`config.mk`:
```
export PLATFORM = sky130hd
export DESIGN_NAME = botoes_comando
export DESIGN_NICKNAME = d
export VERILOG_FILES = /design/src/rtl/cronometro_pkg.sv /design/src/rtl/debounce_botao.sv /design/src/rtl/botoes_comando.sv
export SDC_FILE = /design/constraint.sdc
export NUM_CORES = 1
export LEC_CHECK = 0
export CORE_ASPECT_RATIO = 1.5
export CORE_MARGIN = 5
export CORE_UTILIZATION = 55
export DETAILED_ROUTE_END_ITERATION = 6
export PLACE_DENSITY = 0.84
export SKIP_CTS_REPAIR_TIMING = 1
export SLEW_MARGIN = 10
export SYNTH_ARGS = -nofsm -noshare
export SYNTH_HDL_FRONTEND = slang
export SYNTH_SLANG_ARGS = --single-unit
```
`constraint.sdc`:
```
create_clock -name clk -period 5.7 [get_ports clk]
set_clock_uncertainty 0.15 [all_clocks]
set_input_delay 0.855 -clock clk [delete_from_list [all_inputs] [get_ports clk]]
set_output_delay 0.855 -clock clk [all_outputs]
set_load 0.01 [all_outputs]
```
`src/rtl/cronometro_pkg.sv`:
```
// Shared definitions for the stopwatch command path:
// command encodings and a width helper.
package cronometro_pkg;

  typedef enum logic [1:0] {
    PARA  = 2'd0,
    PAUSE = 2'd1,
    RESET = 2'd2,
    CONTA = 2'd3
  } comando_t;

  function automatic int clog2(input int v);
    int r;
    r = 0;
    for (int i = 0; i < 31; i++)
      if ((1 << i) < v) r = i + 1;
    return r;
  endfunction

  function automatic int largura(input int n);
    return (clog2(n) < 1) ? 1 : clog2(n);
  endfunction

endpackage

```
`src/rtl/debounce_botao.sv`:
```
// One push-button: synchroniser, debouncer, release
// detector and saturating hold-time counter.
module debounce_botao
  import cronometro_pkg::*;
#(
  parameter int DEBOUNCE_CICLOS = 16,
  parameter int LONGO_CICLOS    = 1024
) (
  input  logic clk,
  input  logic rst,
  input  logic botao,
  output logic pressionado,
  output logic solto,
  output logic longo_i
);

  localparam int WD = largura(DEBOUNCE_CICLOS + 1);
  localparam int WH = largura(LONGO_CICLOS + 1);
  localparam logic [WD-1:0] DMAX = WD'(DEBOUNCE_CICLOS - 1);
  localparam logic [WH-1:0] HMAX = WH'(LONGO_CICLOS);

  logic          s1;
  logic          s2;
  logic          estavel;
  logic [WD-1:0] cnt;
  logic [WH-1:0] hold;
  logic          vira;

  // estavel keeps the raw polarity: 1 = released
  assign vira        = (s2 != estavel) && (cnt == DMAX);
  assign pressionado = ~estavel;

  always_ff @(posedge clk) begin
    if (rst) begin
      s1      <= 1'b1;
      s2      <= 1'b1;
      estavel <= 1'b1;
      cnt     <= '0;
      hold    <= '0;
      solto   <= 1'b0;
      longo_i <= 1'b0;
    end else begin
      s1      <= botao;
      s2      <= s1;
      solto   <= vira && s2;
      longo_i <= vira && s2 && (hold == HMAX);
      if (s2 == estavel) begin
        cnt <= '0;
      end else if (vira) begin
        cnt     <= '0;
        estavel <= s2;
      end else begin
        cnt <= cnt + 1'b1;
      end
      if (estavel)
        hold <= '0;
      else if (hold != HMAX)
        hold <= hold + 1'b1;
    end
  end

endmodule

```
`src/rtl/botoes_comando.sv`:
```
// Button command decoder: per-button debounce plus a
// lowest-index-wins release encoder feeding registered outputs.
module botoes_comando
  import cronometro_pkg::*;
#(
  parameter int  N_BOTOES        = 4,
  parameter int  DEBOUNCE_CICLOS = 16,
  parameter int  LONGO_CICLOS    = 1024,
  parameter int  ESTADO_RESET    = 0,
  localparam int W_ESTADO        = largura(N_BOTOES)
) (
  input  logic                clk,
  input  logic                rst,
  input  logic [N_BOTOES-1:0] botao,
  output logic [W_ESTADO-1:0] estado,
  output logic                evento,
  output logic                longo,
  output logic [N_BOTOES-1:0] pressionado
);

  logic [N_BOTOES-1:0] solto;
  logic [N_BOTOES-1:0] longo_v;
  logic                sel_v;
  logic                sel_l;
  logic [W_ESTADO-1:0] sel_i;

  for (genvar g = 0; g < N_BOTOES; g++) begin : g_bt
    debounce_botao #(
      .DEBOUNCE_CICLOS(DEBOUNCE_CICLOS),
      .LONGO_CICLOS   (LONGO_CICLOS)
    ) u_db (
      .clk        (clk),
      .rst        (rst),
      .botao      (botao[g]),
      .pressionado(pressionado[g]),
      .solto      (solto[g]),
      .longo_i    (longo_v[g])
    );
  end

  // descending scan so the lowest index overrides
  always_comb begin
    sel_v = 1'b0;
    sel_l = 1'b0;
    sel_i = '0;
    for (int i = N_BOTOES - 1; i >= 0; i--) begin
      if (solto[i]) begin
        sel_v = 1'b1;
        sel_l = longo_v[i];
        sel_i = W_ESTADO'(i);
      end
    end
  end

  always_ff @(posedge clk) begin
    if (rst) begin
      estado <= W_ESTADO'(ESTADO_RESET);
      evento <= 1'b0;
      longo  <= 1'b0;
    end else begin
      evento <= sel_v;
      longo  <= sel_l;
      if (sel_v) estado <= sel_i;
    end
  end

endmodule

```
# == Word level (Yosys, flattened, before mapping) ==
# Index checks and enable logic that the tools add are counted.
# W data, S select, Z words.
# word_totals
reg_bits,88
input_bits,6
output_inout_bits,8
# op_classes
add_sub_neg,8
eq_ne,20
mux,12
bitwise,8
reduce_logical,24
# op_table
operator,n
$add A11 B1 Y11 const B,4
$eq A11 B11 Y1 const B,4
$ne A11 B11 Y1 const B,4
$add A5 B1 Y5 const B,4
$eq A5 B4 Y1 const B,4
$logic_and A1 B1 Y1,12
$reduce_or A3 Y1,4
$mux W1,8
$mux W2,4
$not A1 Y1,8
$reduce_and A2 Y1,4
$reduce_or A2 Y1,4
$eq A1 B1 Y1,4
$ne A1 B1 Y1,4

# == Longest topological paths before layout ==
# Gate-level depths: netlist of the first run.
# logic_depth
depth_word,4
depth_mapped,6
depth_no_buf,6

# == Cells and area by module ==
# Synthesis of the first run repeated with hierarchy kept, for this count alone.
# hier_totals
cells_unflattened,402
area_unflattened_um2,3673.5
# modules_own_cells
module,n_inst,cells_each,area_each_um2,seq_area_each_um2
debounce_botao,4,96,879.6,420.4
botoes_comando,1,18,155.1,80.1

# == Worst setup path after synthesis of the first run ==
# No wires, ideal clock.
# synth_path
kind,flip-flop to flip-flop
from,register g_bt[0].u_db.hold[0]
to,register g_bt[0].u_db.hold[0]
setup_time_ns,0.121
t_arrival_ns,1.624
t_required_ns,5.429
setup_slack_ns,3.805
stages_incl_launch_ff,6
n_path_buf,0
period_less_slack_ns,1.895
path_cell_list,dfxtp_1 -> inv_1 -> ha_1 -> or4b_4 -> nor4_4 -> mux2_2
# synth_between
elab_chain_cells,1
elab_cells_between_ends,2
# synth_lines
item,line_no,rtl
"start, declared",debounce_botao.sv:26,logic [WH-1:0] hold;
"start signal, assigned",debounce_botao.sv:58,hold <= hold + 1'b1;
$add A11 B1 Y11 or $ne A11 B11 Y1 (tied branches),"debounce_botao.sv:58, debounce_botao.sv:57",
# Parallel ways exist; a longest one is shown, timed or not.
# A chain may end at the register's enable or synchronous reset.

# == Final worst setup path of the first run ==
# layout_path
from,register g_bt[3].u_db.estavel
to,output port pressionado[3]
# layout_between
elab_chain_cells,1
# layout_lines
item,line_no,rtl
"start, declared",debounce_botao.sv:24,logic estavel;
"start signal, assigned",debounce_botao.sv:37,estavel <= 1'b1;
"start signal, assigned",debounce_botao.sv:51,estavel <= s2;
$not A1 Y1,debounce_botao.sv:31,assign pressionado = ~estavel;
"end, declared",botoes_comando.sv:18,output logic [N_BOTOES-1:0] pressionado
# No other way between the ends.

==> results.cfg, run 1 <==
[outcome]
status = finished, final reports clean

[synth]
yosys_warnings = 0
syn_area_per_cell_sq_um = 9.18
ys_ff_latch = 88
synth_seq_area_share_pct = 46.9
yosys_most_used_dff = dfxtp_1
synth_edf_count = 0
synth.distinct_cells = 47
syn-cell-area_sq_um = 3760
syn_nets = 431
syn_inst = 409
synth_top_area_share_pct = 46.9
synthArstFlopShare_pct = 0
synth_top_area_cell = dfxtp_1
synthTopCellsByArea = dfxtp_1 47%, ha_1 5.3%, a21oi_1 4.3%, nor2_1 4.1%, nand3_1 3.2%

[die]
die-width_microns = 77.5
ios = 14
num_rows = 37
die_area_sq_um = 8620
die_h_microns = 111
initial_utilization_pct = 55.6
core_sq_um = 6760

[detailed_routing]
wl_microns = 7050
drc_errors = 0
drtAntennaViolNets = 0
via_count = 2977
drt_iter0_drc = 130
dr.pass1.iters = 4
routed_via_density = 5.87
routedWlPerCell_microns = 13.9

[place]
dpl_cell_area_sq_um = 3930
place_congestion = 0.850
dp_slack_ns = 2.95
dpl.cell_count = 491
dp_hpwl_microns = 4990
numPortBuffers = 13

[cts]
cts_root_buffer = clkbuf_8
clock_latency_ns = 0.35
htreeDepth = 3
cts_tree = yes
cts_buffers = 9
clk_path_buf_depth = 2
clk_pin_slew_worst_paths_ns = 0.09
cts.sinks = 88

[timing]
rsz0062_at_grt = no
slew_viol_final = 0
max_freq_ghz = 0.417
worst_pin_slew_ns = 0.760
tns_ns = 0
hold_violations = 0
fin_ws_ns = 3.30
setup_viol = 0
relSlewSlack_pct = 49.2
finalCritPeriodShare_pct = 42.1
min_period_ns = 2.40
holdWs_ns = 0.259

[global_route]
grt_pass1_vias = 2880
grt_max_degree = 25
grt_use_total_pct = 17.3
grt_pass1_wl_microns = 12400
antenna_found_initial = 0
grtUsageMet2_pct = 29.9
grt_overflow = 0
use_met3_pct = 3.74
use_met1_pct = 19.0
grt-busiest-layer = met2

[critical_path]
rr_worst_depth = 5
critPathArrivalTime_ns = 1.39
cp.required_ns = 4.70
r2r-start = g_bt[0].u_db.hold[0]
worstPathCellList = inv_1 -> clkdlybuf4s50_1
crit_family = buffers and inverters
reg2reg_to = g_bt[0].u_db.hold[0]
cpPeakStageDelay_ns = 0.56
rrSetupSlack_ns = 3.65
cp_num_buf_inv = 2
cpMaxStageDelayCell = clkdlybuf4s50_1
crit_type = reg -> out
critical_path.max_fanout = 3
cp-end-kind = output pin
critPathLaunchType = flop

[power_and_ir_drop]
p_total_mw = 1.15
powerDensity_nw_per_um2 = 275
irDropWorstVdd_mv = 0.154
p_leak_nw = 1.41

[min_path]
whs_endpoint = g_bt[3].u_db.s2
min_delay_path_depth = 1
min_from = g_bt[3].u_db.s1
hold_class = reg -> reg

[cells_and_area]
utilization_pct = 61.8
drive_gt1_share_pct = 6.53
nNetsFinal = 446
fin_area_sq_um = 4180
synthToLayoutAreaGrowth_pct = 11.3
diodes = 0
final_common_cell = dfxtp_1
mostFrequentLayoutCells = 88 x dfxtp_1, 41 x nor2_1, 32 x a21oi_1
fin_cells = 507

[flow_run]
maxCapViolCount = 0
[layer usage]
metal / wire length, microns / up-vias
li1: - / 1501
met1: 2950 / 1411
met2: 3690 / 48
met3: 197 / 17
met4: 212 / 0
met5: 0 / -
[sequential cells by signal (all words and copies together), names as in the netlist]
| register | count |
|---|---|
| estado | 2 |
| evento | 1 |
| g_bt.u_db.cnt | 20 |
| g_bt.u_db.estavel | 4 |
| g_bt.u_db.hold | 44 |
| g_bt.u_db.longo_i | 4 |
| g_bt.u_db.s1 | 4 |
| g_bt.u_db.s2 | 4 |
| g_bt.u_db.solto | 4 |
| longo | 1 |
[cells by family after synthesis]
family,after synthesis,share of synthesized area (%)
mux,3,0.833
fa+ha+maj,16,5.33
xor+xnor,21,4.90
buf+inv,36,4.03
simple gates,170,25.6
compound gates,75,12.4
flops,88,46.9
[worst max-delay path by stage]
stage | cells past startpoint | end | slack [ns] | startpoint
after detailed placement | 4 | g_bt[0].u_db.hold[0] | 2.95 | rst
final | 2 | pressionado[3] | 3.30 | g_bt[3].u_db.estavel
after floorplan | 5 | g_bt[0].u_db.hold[0] | 3.81 | g_bt[0].u_db.hold[0]
after global placement | 4 | g_bt[0].u_db.hold[0] | 3.01 | rst
after global routing | 4 | g_bt[0].u_db.hold[0] | 3.22 | rst
after CTS | 2 | pressionado[3] | 3.29 | g_bt[3].u_db.estavel
[synthesized netlist by cell type, types with 7 or more instances]
| cell type | instances |
|---|---|
| nand3_1 | 24 |
| xor2_1 | 11 |
| and3_1 | 7 |
| inv_1 | 26 |
| o21ai_0 | 12 |
| xnor2_1 | 10 |
| or4_1 | 13 |
| nor2_1 | 41 |
| nand2_1 | 20 |
| o31ai_1 | 16 |
| a21oi_1 | 32 |
| or3_1 | 17 |
| ha_1 | 16 |
| nand4_1 | 7 |
| dfxtp_1 | 88 |
| or2_1 | 9 |
[final cells by class]
cell class,count,area (sq um)
clock buffers,11,141
clock inverters,5,104
fillers,568,2580
inverters,27,101
multi-input cells,285,1840
flip-flops and latches,88,1760
well taps,78,97.6
repair buffers,13,130
[power by group]
part	switching, mW	internal, mW	leakage, nW
Sequential	0.00174	0.618	0.711
Combinational	0.00594	0.00600	0.574
Clock	0.214	0.303	0.124
Note: power is estimated with default switching activity, not from simulation.
==> run 2, diff against run 1 <==
- clock period: 5.7 -> 2.4 ns (I/O delays scaled with it)
==> run 2 against run 1 <==
Effect of this change:
- sequential cell count stayed put
- count of clock-buffer cells in the layout fell by 1
- non-clock buffer count rose by 2
- utilization increased by 0.33 points
- final cell count grew 0.39%
- largest power group unchanged
- register-to-register slack worse by 3.3 ns
- sequential share of layout area decreased by 0.23 points
- setup slack worse by 2.9 ns
==> results.cfg, run 2 (synthesis results as in run 1) <==
[outcome]
status = finished, final reports clean

[place]
place_congestion = 0.855
dp_hpwl_microns = 4760
numPortBuffers = 13
dp_slack_ns = 0.398
dpl_cell_area_sq_um = 3950

[cells_and_area]
reg_top3 = g_bt.u_db.hold: 44 flops, g_bt.u_db.cnt: 20 flops
utilization_pct = 62.2
fill_cells = 554
mostFrequentLayoutCells = 88 x dfxtp_1, 41 x nor2_1, 32 x a21oi_1
synthToLayoutAreaGrowth_pct = 11.9
drive_gt1_share_pct = 7.19
diodes = 0
fin_area_sq_um = 4200
nNetsFinal = 448
final_common_cell = dfxtp_1
largest-register = g_bt.u_db.hold
largest_register_ff_count = 44

[critical_path]
critPathLaunchType = flop
rr_worst_depth = 5
cp-end-kind = flop
crit_family = simple AND/OR/NAND/NOR gates
reg2reg_to = g_bt[0].u_db.hold[0]
crit_cells = 5
critPathArrivalTime_ns = 2.13
critical_path.max_fanout = 6
cpPeakStageDelay_ns = 0.48
setup.worst_path.start = g_bt[0].u_db.hold[0]
r2r-start = g_bt[0].u_db.hold[0]
crit_type = reg -> reg
rrSetupSlack_ns = 0.38
worstPathCellList = inv_1 -> ha_1 -> or4b_4 -> nor4_4 -> mux2_2
critPathCapture = g_bt[0].u_db.hold[0]
cpMaxStageDelayCell = or4b_4
cp_num_buf_inv = 1
cp.required_ns = 2.50

[timing]
slew_viol_final = 0
setup_viol = 0
max_freq_ghz = 0.494
rsz0062_at_grt = no
min_period_ns = 2.02
hold_violations = 0
worst_pin_slew_ns = 0.618
relSlewSlack_pct = 58.4
tns_ns = 0
finalCritPeriodShare_pct = 84.4
fin_ws_ns = 0.375

[detailed_routing]
wl_microns = 6940
drc_errors = 0
drtAntennaViolNets = 0
via_count = 2975
drt_iter0_drc = 140
dr.pass1.iters = 5
routed_via_density = 5.84
routedWlPerCell_microns = 13.6

[global_route]
grt_pass1_wl_microns = 12000
grt_max_degree = 16
grt_use_total_pct = 17.0
grt_overflow = 0
antenna_found_initial = 0
grt_pass1_vias = 2846

[power_and_ir_drop]
irDropWorstVdd_mv = 0.372
powerDensity_nw_per_um2 = 655
p_leak_nw = 1.42

[cts]
clock_latency_ns = 0.36
htreeDepth = 3
cts_tree = yes
clk_path_buf_depth = 2
cts.sinks = 88
cts_root_buffer = clkbuf_8
cts_buffers = 9
clk_pin_slew_worst_paths_ns = 0.08

[die]
die_area_sq_um = 8620
initial_utilization_pct = 55.6
die-width_microns = 77.5
die_h_microns = 111
ios = 14
num_rows = 37
core_sq_um = 6760

[min_path]
min_from = g_bt[2].u_db.s1
hold_class = reg -> reg

[flow_run]
maxCapViolCount = 0
==> run 2: cell types whose count changed in the layout (fill, tap and decap cells not counted) <==
cell        previous run  this run
buf_4                  0         2
clkbuf_1               1         0
clkinv_2               1         0
clkinvlp_4             0         1
inv_6                  0         1
==> run 2: how the worst min path moves through the flow <==
stage                      endpoint  cells after the start
detailed placement  g_bt[2].u_db.s2                      1
CTS                 g_bt[2].u_db.s2                      1
finish              g_bt[2].u_db.s2                      1
global route        g_bt[1].u_db.s2                      1
global placement    g_bt[2].u_db.s2                      1
floorplan           g_bt[0].u_db.s2                      1
==> run 2: layer usage <==
layer	GRT usage (%)	share of wire, %
met1	18.5	42
met2	29.4	52
met3	3.90	4.0
met4	10.1	2.0
met5	0	0
==> run 2: stage by stage <==
| step | power [mW] | instances | hold slack, ns |
|---|---|---|---|
| CTS | 2.78 | 509 | 0.262 |
| global route | 2.86 | 509 | 0.272 |
| detailed placement | 1.54 | 493 | 0.241 |
| floorplan | 1.52 | 409 | 0.233 |
| global placement | 1.53 | 493 | 0.241 |
| finish | 2.75 | 509 | 0.259 |
==> run 2: where the power goes <==
group          switching (mW)  internal, mW
logic                  0.0140        0.0163
clock network           0.527         0.725
registers             0.00408          1.47
total                   0.546          2.21
==> run 2: final cells by class <==
| class | count | area (sq um) | share of cell area (%) |
|---|---|---|---|
| multi-input combinational | 285 | 1840 | 43.9 |
| sequential | 88 | 1760 | 41.9 |
| timing repair buffer | 15 | 145 | 3.45 |
| clock buffer | 10 | 138 | 3.28 |
| clock inverter | 6 | 115 | 2.74 |
| inverter | 27 | 101 | 2.41 |
| tap | 78 | 97.6 | 2.32 |
==> run 3, diff against run 2 <==
- clock period: 2.4 -> 2.13 ns (I/O delays scaled with it)
==> run 3 against run 2 <==
Effect of this change:
- largest power group unchanged
- combinational power up 21%
- sequential power up 13%
- via count shrank 1.1%
- count of clock-buffer cells in the layout up 2
- hold slack gained 0.0036 ns
- first-iteration DRC count fell by 35%
==> results.cfg, run 3 (synthesis results as in run 1) <==
[die]
num_rows = 37
die_area_sq_um = 8620
die_h_microns = 111
core_sq_um = 6760
die-width_microns = 77.5
ios = 14
initial_utilization_pct = 55.6

[cts]
cts_tree = yes
clock_latency_ns = 0.36
clk_pin_slew_worst_paths_ns = 0.08
clk_path_buf_depth = 2
htreeDepth = 3
cts_root_buffer = clkbuf_8
cts_buffers = 9
cts.sinks = 88

[timing]
slew_viol_final = 0
max_freq_ghz = 0.506
finalCritPeriodShare_pct = 92.7
rsz0062_at_grt = no
setup_viol = 0
tns_ns = 0
min_period_ns = 1.97
relSlewSlack_pct = 56.7
hold_violations = 0
worst_pin_slew_ns = 0.643

[critical_path]
crit_type = reg -> reg
cp-end-kind = flop
rrSetupSlack_ns = 0.16
critPathArrivalTime_ns = 2.08
cpPeakStageDelay_ns = 0.48
critical_path.max_fanout = 6
worstPathCellList = inv_1 -> ha_1 -> or4b_4 -> nor4_4 -> mux2_2
crit_family = simple AND/OR/NAND/NOR gates
cp_num_buf_inv = 1
cpMaxStageDelayCell = or4b_4
cp.required_ns = 2.23
critPathLaunchType = flop

[global_route]
grt_overflow = 0
grt_max_degree = 25
antenna_found_initial = 0
grt_pass1_wl_microns = 12200
grt_use_total_pct = 17.0
grt_pass1_vias = 2862

[detailed_routing]
via_count = 2941
drc_errors = 0
dr.pass1.iters = 4
routedWlPerCell_microns = 13.3
wl_microns = 6790
drt_iter0_drc = 91
drtAntennaViolNets = 0
routed_via_density = 5.78

[min_path]
hold_class = reg -> reg

[cells_and_area]
diodes = 0
synthToLayoutAreaGrowth_pct = 11.6
fin_cells = 509
largest-register = g_bt.u_db.hold
fill_cells = 567
final_common_cell = dfxtp_1
reg_top3 = g_bt.u_db.hold: 44 flops, g_bt.u_db.cnt: 20 flops
largest_register_ff_count = 44
mostFrequentLayoutCells = 88 x dfxtp_1, 41 x nor2_1, 32 x a21oi_1
drive_gt1_share_pct = 6.96
nNetsFinal = 448

[power_and_ir_drop]
p_leak_nw = 1.41
powerDensity_nw_per_um2 = 714
irDropWorstVdd_mv = 0.551

[place]
dp_hpwl_microns = 4870
place_congestion = 0.823
dpl.cell_count = 493
numPortBuffers = 13

[outcome]
status = finished, final reports clean

[flow_run]
maxCapViolCount = 0
==> run 3: layout make-up <==
cell class	count	area (sq um)	share of cell area (%)
repair buffers	15	158	3.76
clock buffers	12	155	3.70
flip-flops and latches	88	1760	42.0
well taps	78	97.6	2.33
multi-input cells	285	1840	44.0
inverters	27	101	2.42
clock inverters	4	76.3	1.82
==> run 3: worst paths after layout <==
kind,to,cells after the start,start
worst min register to register,g_bt[2].u_db.s2,1,g_bt[2].u_db.s1
worst min-delay path,g_bt[2].u_db.s2,1,g_bt[2].u_db.s1
worst max register to register,g_bt[0].u_db.hold[0],5,g_bt[0].u_db.hold[0]
worst max-delay path,g_bt[0].u_db.hold[0],5,g_bt[0].u_db.hold[0]
==> run 3: metal layers <==
layer / track usage [%] / wire, microns / share of wire [%] / vias to the layer above
li1: - / - / - / 1497
met4: 8.14 / 172 / 2.5 / 0
met5: 0 / 0 / 0 / -
met1: 18.7 / 2900 / 43 / 1376
met3: 3.82 / 226 / 3.3 / 16
met2: 30.0 / 3500 / 52 / 52
==> run 3: power breakdown <==
part / switching (mW) / total [mW] / internal (mW) / leakage, nW
clock: 0.571 / 1.30 / 0.727 / 0.113
combinational: 0.0172 / 0.0369 / 0.0197 / 0.588
sequential: 0.00464 / 1.66 / 1.65 / 0.711
total: 0.592 / 2.99 / 2.40 / 1.41
==> run 3: per-stage QoR <==
stage | hold slack (ns) | total power [mW] | worst slack (ns) | cell area [sq um] | util, %
after detailed placement | 0.243 | 1.73 | 0.167 | 3960 | 58.6
after global placement | 0.237 | 1.73 | 0.202 | 3960 | 58.6
after CTS | 0.267 | 3.02 | 0.144 | 4190 | 62.0
final | 0.263 | 2.99 | 0.155 | 4190 | 62.0
after global routing | 0.286 | 3.10 | 0.0478 | 4190 | 62.0
after floorplan | 0.233 | 1.71 | 0.235 | 3760 | -
